<file path="src/rtl/cpu_pkg.sv">
// Shared LEGv8 pipeline types used by the hazard sequencer: the zero register index,
// the stall FSM state encoding and the remaining-stall counter type.
package cpu_pkg;

    localparam logic [4:0] XZR = 5'd31;

    typedef enum logic {HZ_RUN, HZ_STALL} hz_state_t;

    typedef logic [1:0] stall_cnt_t;

endpackage

</file>
<file path="src/rtl/hazard_need.sv">
// Combinational stall-need calculation: how many bubbles the ID instruction needs
// (0, 1 or 2) given the producers currently sitting in EX and MEM.
module hazard_need
    import cpu_pkg::*;
#(
    parameter int REG_W = 5
) (
    input  logic [REG_W-1:0] if_id_rn,
    input  logic [REG_W-1:0] if_id_rm,
    input  logic             if_id_uses_rm,
    input  logic             if_id_is_cbz,
    input  logic [REG_W-1:0] id_ex_rd,
    input  logic             id_ex_reg_write,
    input  logic             id_ex_mem_read,
    input  logic [REG_W-1:0] ex_mem_rd,
    input  logic             ex_mem_mem_read,
    output logic [1:0]       need
);

    logic ex_rd_live;
    logic mem_rd_live;
    logic load_use;
    logic cbz_vs_ex;
    logic cbz_vs_mem;

    // XZR reads as zero and discards writes, so it can never carry a dependency.
    assign ex_rd_live  = (id_ex_rd  != REG_W'(XZR));
    assign mem_rd_live = (ex_mem_rd != REG_W'(XZR));

    assign load_use   = id_ex_mem_read & ex_rd_live &
                        ((id_ex_rd == if_id_rn) | (if_id_uses_rm & (id_ex_rd == if_id_rm)));
    assign cbz_vs_ex  = if_id_is_cbz & id_ex_reg_write & ex_rd_live & (id_ex_rd == if_id_rm);
    assign cbz_vs_mem = if_id_is_cbz & ex_mem_mem_read & mem_rd_live & (ex_mem_rd == if_id_rm);

    always_comb begin
        need = 2'd0;
        if (load_use || cbz_vs_ex || cbz_vs_mem) begin
            need = 2'd1;
        end
        // A CBZ behind a load must wait for the loaded value to leave MEM.
        if (cbz_vs_ex && id_ex_mem_read) begin
            need = 2'd2;
        end
    end

endmodule

</file>
<file path="src/rtl/hazard_ctrl.sv">
// Stall/flush sequencer for the 5-stage LEGv8 pipeline (RUN/STALL FSM plus output decode).
// Optional performance counters are built when HAZARD_PERF_EN is defined.
module hazard_ctrl
    import cpu_pkg::*;
#(
    parameter int REG_W = 5,
    parameter int CNT_W = 32
) (
    input  logic             clk,
    input  logic             reset,
    input  logic             dmem_busy,
    input  logic [REG_W-1:0] if_id_rn,
    input  logic [REG_W-1:0] if_id_rm,
    input  logic             if_id_uses_rm,
    input  logic             if_id_is_cbz,
    input  logic             br_taken,
    input  logic [REG_W-1:0] id_ex_rd,
    input  logic             id_ex_reg_write,
    input  logic             id_ex_mem_read,
    input  logic [REG_W-1:0] ex_mem_rd,
    input  logic             ex_mem_mem_read,
    output logic             pc_write,
    output logic             if_id_write,
    output logic             id_ex_bubble,
    output logic             if_id_flush,
    output logic             stall_active
`ifdef HAZARD_PERF_EN
    ,
    output logic [CNT_W-1:0] stall_cycles,
    output logic [CNT_W-1:0] flush_count
`endif
);

    hz_state_t  state, state_n;
    stall_cnt_t cnt, cnt_n;
    logic [1:0] need;

    hazard_need #(.REG_W(REG_W)) u_need (
        .if_id_rn        (if_id_rn),
        .if_id_rm        (if_id_rm),
        .if_id_uses_rm   (if_id_uses_rm),
        .if_id_is_cbz    (if_id_is_cbz),
        .id_ex_rd        (id_ex_rd),
        .id_ex_reg_write (id_ex_reg_write),
        .id_ex_mem_read  (id_ex_mem_read),
        .ex_mem_rd       (ex_mem_rd),
        .ex_mem_mem_read (ex_mem_mem_read),
        .need            (need)
    );

    // NOTE: state registers use non-blocking assignments so every flop samples pre-edge values.
    always_ff @(posedge clk or negedge reset) begin
        if (!reset) begin
            state <= HZ_RUN;
            cnt   <= '0;
        end else begin
            state <= state_n;
            cnt   <= cnt_n;
        end
    end

    // NOTE: every output gets a default first so no path through this block infers a latch.
    always_comb begin
        state_n      = state;
        cnt_n        = cnt;
        pc_write     = 1'b0;
        if_id_write  = 1'b0;
        id_ex_bubble = 1'b1;
        if_id_flush  = 1'b0;
        if (!reset) begin
            // Held in reset: enables off, bubble injected, defaults already describe this.
        end else if (dmem_busy) begin
            // Whole pipe frozen; nothing may be clocked into ID/EX, not even a bubble.
            id_ex_bubble = 1'b0;
        end else if (state == HZ_STALL) begin
            cnt_n = cnt - 2'd1;
            if (cnt <= 2'd1) begin
                state_n = HZ_RUN;
            end
        end else if (need != 2'd0) begin
            if (need == 2'd2) begin
                state_n = HZ_STALL;
                cnt_n   = 2'd1;
            end
        end else begin
            pc_write     = 1'b1;
            if_id_write  = 1'b1;
            id_ex_bubble = 1'b0;
            if_id_flush  = br_taken;
        end
    end

    assign stall_active = (state == HZ_STALL);

`ifdef HAZARD_PERF_EN
    // Saturating counters; a frozen (dmem_busy) cycle drives neither bubble nor flush.
    always_ff @(posedge clk or negedge reset) begin
        if (!reset) begin
            stall_cycles <= '0;
            flush_count  <= '0;
        end else begin
            if (id_ex_bubble && (stall_cycles != '1)) begin
                stall_cycles <= stall_cycles + CNT_W'(1);
            end
            if (if_id_flush && (flush_count != '1)) begin
                flush_count <= flush_count + CNT_W'(1);
            end
        end
    end
`else
    // Performance counters are not built in this configuration.
`endif

endmodule

</file>
<file path="config.mk">
export PLATFORM = sky130hd
export DESIGN_NAME = hazard_ctrl
export DESIGN_NICKNAME = d
export VERILOG_FILES = /design/src/rtl/cpu_pkg.sv /design/src/rtl/hazard_need.sv /design/src/rtl/hazard_ctrl.sv
export SDC_FILE = /design/constraint.sdc
export NUM_CORES = 1
export LEC_CHECK = 0
export CORE_AREA = 2 2 39 41
export DETAILED_ROUTE_END_ITERATION = 12
export DIE_AREA = 0 0 41 43
export DONT_BUFFER_PORTS = 1
export HOLD_SLACK_MARGIN = 0.05
export PLACE_DENSITY = 0.5
export SLEW_MARGIN = 0
export SYNTH_ARGS = -nofsm -noshare
export SYNTH_HDL_FRONTEND = slang
export SYNTH_SLANG_ARGS = --single-unit
</file>
<file path="constraint.sdc">
create_clock -name clk -period 2.9 [get_ports clk]
set_input_delay 0.58 -clock clk [delete_from_list [all_inputs] [get_ports clk]]
set_output_delay 0.58 -clock clk [all_outputs]
set_load 0.03 [all_outputs]
</file>
==> results of run 1 <==
power by group:
part           internal, mW  switching, mW  total, mW
logic                0.0580         0.0721      0.130
registers            0.0596         0.0268     0.0864
clock network        0.0515         0.0200     0.0715
flip-flops by register name (all words and copies together) (netlist names):
signal,count
cnt,2
stall_active,1
per-layer routing:
layer | track usage | share of wire | vias to the layer above
met2 | 0.216 | 0.49 | 31
met1 | 0.182 | 0.37 | 200
met4 | 0.0800 | 0 | 0
met5 | 0 | 0 | -
li1 | - | - | 218
met3 | 0.0785 | 0.14 | 0
cell families after synthesis:
kind of cell / synth area share
AO/OA/AOI/OAI: 0.318
XOR/XNOR: 0.262
AND/OR/NAND/NOR: 0.168
buffers and inverters: 0.0642
flip-flops: 0.160
adder cells (fa/ha/maj): 0.0267
metrics by stage:
stage               setup slack, ns  instance area [µm²]  hold WS [ns]
global placement              0.661                  500         0.285
floorplan                     0.195                  468         0.284
global route                  0.524                  537         0.583
finish                        0.644                  537         0.545
detailed placement            0.631                  500         0.285
CTS                           0.632                  537         0.549
cells in the final DEF (no fill, tap or decap), types with 2 or more instances in the layout:
cell type and n:
a31oi_1 2, buf_4 2, nand3_1 3, clkbuf_4 3
dfrtp_1 3, nand2_1 4, nor2_1 2, o21ai_0 2
xnor2_1 14, inv_1 6
area by class of cell:
cell class / instances / area share
multi-input cells: 46 / 0.685
well taps: 16 / 0.0373
flip-flops and latches: 3 / 0.140
inverters: 6 / 0.0420
clock buffers: 4 / 0.0490
repair buffers: 3 / 0.0466
worst paths after layout:
path | end | slack (ns) | cells past startpoint
hold reg to reg | cnt[0] | 0.54 | 1
setup reg to reg | cnt[0] | 1.79 | 3
min in group asynchronous | cnt[0] | 0.60 | 1
max in group asynchronous | stall_active | 2.15 | 1
setup / recovery | id_ex_bubble | 0.64 | 4
hold / removal | cnt[0] | 0.54 | 1
worst max-delay path, stage by stage:
cell and delay, ns:
xnor2_1 0.17, nand3_2 0.12, o32ai_2 0.41, a221o_1 0.40
==> results.json, run 1 <==
{
  "portBuffers": 0,
  "cts_hold_buf": 1,
  "fp.coreArea_um2": 1380,
  "powerDensity_nw_per_um2": 536,
  "peakVddDrop_mv": 0.220,
  "synth_most_common_cell": "xnor2_1",
  "finalSetupViolations": 0,
  "yosys_warnings": 0,
  "yosys.area.top_type_share": 0.262,
  "drt_pass1_iterations": 4,
  "track_usage": 0.153,
  "clockBufferDepth": 2,
  "cts.repair.resized": 0,
  "drv_slew": 0,
  "grt_max_degree": 6,
  "hold_class": "reg2reg",
  "pin_count": 34,
  "htreeDepth": 1,
  "initial_core_util": 0.338,
  "overflow": 0,
  "post_cts_buffers": 0,
  "async_reset_ff_frac": 1.00,
  "cp.required_ns": 2.32,
  "hpwl_um": 919,
  "tightest_slew_ns": 0.370,
  "insertion_delay_ns": 0.23,
  "antenna_found_initial": 0,
  "maxSlewHeadroom": 0.753,
  "grt_pass1_wl_um": 1800,
  "route.detailed.drc": 0,
  "status": "complete, no violations",
  "critPathLaunch": "if_id_rm[3]",
  "dp.cells": 73,
  "synthFlopType": "dfrtp_1",
  "reg2reg_from": "stall_active",
  "rows": 14,
  "hold_violations": 0,
  "max_freq_mhz": 443,
  "diodes": 0,
  "ant_nets": 0,
  "layout-drive-gt1-share": 0.194,
  "min_period_ns": 2.26,
  "min_from": "cnt[0]",
  "setup_tns_ns": 0,
  "synth_nets": 86,
  "maxCapViolCount": 0,
  "synth_cell_types": 28,
  "clock_skew_ns": 0.00113,
  "path_class": "in2out",
  "gp_congestion": 0.770,
  "synth_area_per_cell_um2": 8.36,
  "power_mw": 0.288,
  "crit_path_start_kind": "input port",
  "post-route-util": 0.388,
  "synth_common_cells": "xnor2_1 (14), inv_1 (6), nand2_1 (4), dfrtp_1 (3), nand3_1 (3)",
  "synth-seq-cells": 3,
  "cts_buffers": 3,
  "synth_edf_count": 0,
  "clock-root-buffer": "clkbuf_4",
  "period_share": 0.778,
  "vias_per_cell": 5.76,
  "die_w_um": 41,
  "yosys.area.top_type": "xnor2_1",
  "synthToLayoutAreaGrowth_pct": 14.7,
  "grt_pass1_vias": 488,
  "multi_input_area_um2": 368,
  "nFillCells": 163,
  "synthTopCellsByArea": "xnor2_1 (26%), dfrtp_1 (16%), inv_1 (4.8%), o32ai_2 (3.5%), nand3_1 (3.2%)",
  "area.sequential_um2": 75.1,
  "finalNonFillerCells": 78,
  "clk_pin_slew_ns": 0.04,
  "netlist_area_um2": 468,
  "worstSetupEndpointType": "primary output",
  "wl_per_cell_um": 13.3,
  "die_h_um": 43,
  "final_nets": 93,
  "cts_tree": "yes",
  "crit_arrival_ns": 1.68,
  "clock_sinks": 3,
  "vias": 449,
  "ys_seq_area_frac": 0.160,
  "p_leak_nw": 0.198,
  "cp_max_fo": 3,
  "dieArea_um2": 1760,
  "rsz0062_at_grt": "no",
  "drt_wl_total_um": 1040,
  "dr.first_iter.drc_count": 8,
  "syn_inst": 56
}
(Power assumes the default switching activity.)
==> run 2, diff against run 1 <==
--- a/config.mk
+++ b/config.mk
@@ -10,7 +10,7 @@
 export DIE_AREA = 0 0 41 43
 export DONT_BUFFER_PORTS = 1
 export HOLD_SLACK_MARGIN = 0.05
-export PLACE_DENSITY = 0.5
+export PLACE_DENSITY = 0.52
 export SLEW_MARGIN = 0
 export SYNTH_ARGS = -nofsm -noshare
 export SYNTH_HDL_FRONTEND = slang
==> constraint.sdc (replaced) <==
create_clock -name clk -period 2 [get_ports clk]
set_input_delay 0.4 -clock clk [delete_from_list [all_inputs] [get_ports clk]]
set_output_delay 0.4 -clock clk [all_outputs]
set_load 0.03 [all_outputs]
==> results.json, run 2 (synthesized netlist as in run 1, its figures left out) <==
{
  "regToRegSetupSlack_ns": 0.96,
  "tightest_slew_ns": 0.364,
  "setup_tns_ns": 0,
  "final_nets": 94,
  "clock_sinks": 3,
  "period_share": 0.927,
  "status": "complete, no violations",
  "cp.required_ns": 1.60,
  "crit_arrival_ns": 1.45,
  "dr.first_iter.drc_count": 15,
  "cts_buffers": 3,
  "clock-root-buffer": "clkbuf_4",
  "synthToLayoutAreaGrowth_pct": 16.6,
  "path_class": "in2out",
  "min_period_ns": 1.85,
  "max_flop_register": "cnt",
  "clk_pin_slew_ns": 0.04,
  "area.sequential_um2": 75.1,
  "reg2reg_from": "cnt[0]",
  "drt_wl_total_um": 1130,
  "route.detailed.drc": 0,
  "clockBufferDepth": 2,
  "maxSlewHeadroom": 0.756,
  "die_w_um": 41,
  "nFillCells": 154,
  "dr.max_layer_used": "met4",
  "htreeDepth": 1,
  "portBuffers": 0,
  "track_usage": 0.145,
  "multi_input_area_um2": 369,
  "layout-drive-gt1-share": 0.222,
  "worstSetupEndpointType": "primary output",
  "post_cts_buffers": 0,
  "rows": 14,
  "r2r_cells": 3,
  "grt_max_degree": 6,
  "met1_length_um": 443,
  "largest_reg_flops": 2,
  "met3WireLength_um": 109,
  "hpwl_um": 961,
  "p_leak_nw": 0.203,
  "rsz0062_at_grt": "no",
  "fp.coreArea_um2": 1380,
  "whs_ns": 0.418,
  "cts_tree": "yes",
  "max_freq_mhz": 540,
  "route.met2.wl_um": 561,
  "insertion_delay_ns": 0.23,
  "die_h_um": 43,
  "final_cell_mix": "xnor2_1 (14), inv_1 (6), nand2_1 (4)",
  "maxCapViolCount": 0,
  "grt_pass1_wl_um": 1710,
  "final_common_cell": "xnor2_1",
  "pin_count": 34,
  "clock_skew_ns": 0.00228,
  "finalSetupViolations": 0,
  "ant_nets": 0,
  "powerDensity_nw_per_um2": 819,
  "crit_path_start_kind": "input port",
  "grt_pass1_vias": 419,
  "cp_max_fo": 3,
  "vias_per_cell": 5.73,
  "hold_violations": 0,
  "vias": 453,
  "diodes": 0,
  "hold_class": "in2async",
  "antenna_found_initial": 0,
  "dieArea_um2": 1760,
  "peakVddDrop_mv": 0.257,
  "drt_pass1_iterations": 4,
  "overflow": 0,
  "gp_congestion": 0.737,
  "reg2reg_to": "cnt[1]",
  "drv_slew": 0,
  "wl_per_cell_um": 14.3,
  "initial_core_util": 0.338
}
-- run 2: per-stage QoR --
step	std cells	setup WS (ns)	instance area, µm²	utilization	power [mW]
after global placement	74	0.121	508	0.367	0.332
after detailed placement	74	0.0773	508	0.367	0.334
final	79	0.147	546	0.394	0.447
after floorplan	56	-0.00690	473	-	0.287
after global routing	79	0.0486	546	0.394	0.480
after CTS	79	0.0763	544	0.393	0.455
-- run 2: what timing repair did --
action,CTS,global route
gates resized for setup,0,1
hold buffers,1,0
setup endpoints to repair,0,1
hold endpoints to repair,3,0
-- run 2: area by class of cell --
cell class,count,area share
clock buffers,4,0.0482
inverters,6,0.0413
multi-input cells,46,0.677
flip-flops and latches,3,0.138
well taps,16,0.0367
repair buffers,4,0.0596
-- run 2: worst max-delay path, cell delays in order --
cell      delay, ns
xnor2_1        0.18
nand3_2        0.13
o32ai_2        0.41
a211oi_2       0.12
buf_4          0.21
-- run 2: how the worst max path moves through the flow --
stage | start | to | slack, ns | depth (start not counted)
finish | if_id_rm[3] | if_id_write | 0.15 | 5
CTS | if_id_rm[3] | id_ex_bubble | 0.08 | 4
global route | stall_active | if_id_flush | 0.05 | 4
detailed placement | if_id_rm[3] | id_ex_bubble | 0.08 | 4
floorplan | if_id_rm[4] | pc_write | -0.007 | 5
global placement | if_id_rm[4] | id_ex_bubble | 0.12 | 4
-- run 2: metal layers --
layer / global-route usage / up-vias
li1: - / 220
met1: 0.175 / 206
met2: 0.203 / 25
met3: 0.0524 / 2
met4: 0.100 / 0
met5: 0 / -
-- run 2: power by group --
part | internal, mW | switching (mW)
clock | 0.0749 | 0.0342
combinational | 0.0984 | 0.138
sequential | 0.0866 | 0.0149
==> run 3, diff against run 2 <==
--- a/config.mk
+++ b/config.mk
@@ -9,6 +9,7 @@
 export DETAILED_ROUTE_END_ITERATION = 12
 export DIE_AREA = 0 0 41 43
 export DONT_BUFFER_PORTS = 1
+export GPL_ROUTABILITY_DRIVEN = 0
 export HOLD_SLACK_MARGIN = 0.05
 export PLACE_DENSITY = 0.52
 export SLEW_MARGIN = 0
==> results of run 3 <==
Same layout as run 2: the final DEF is identical, and so are final timing and power.
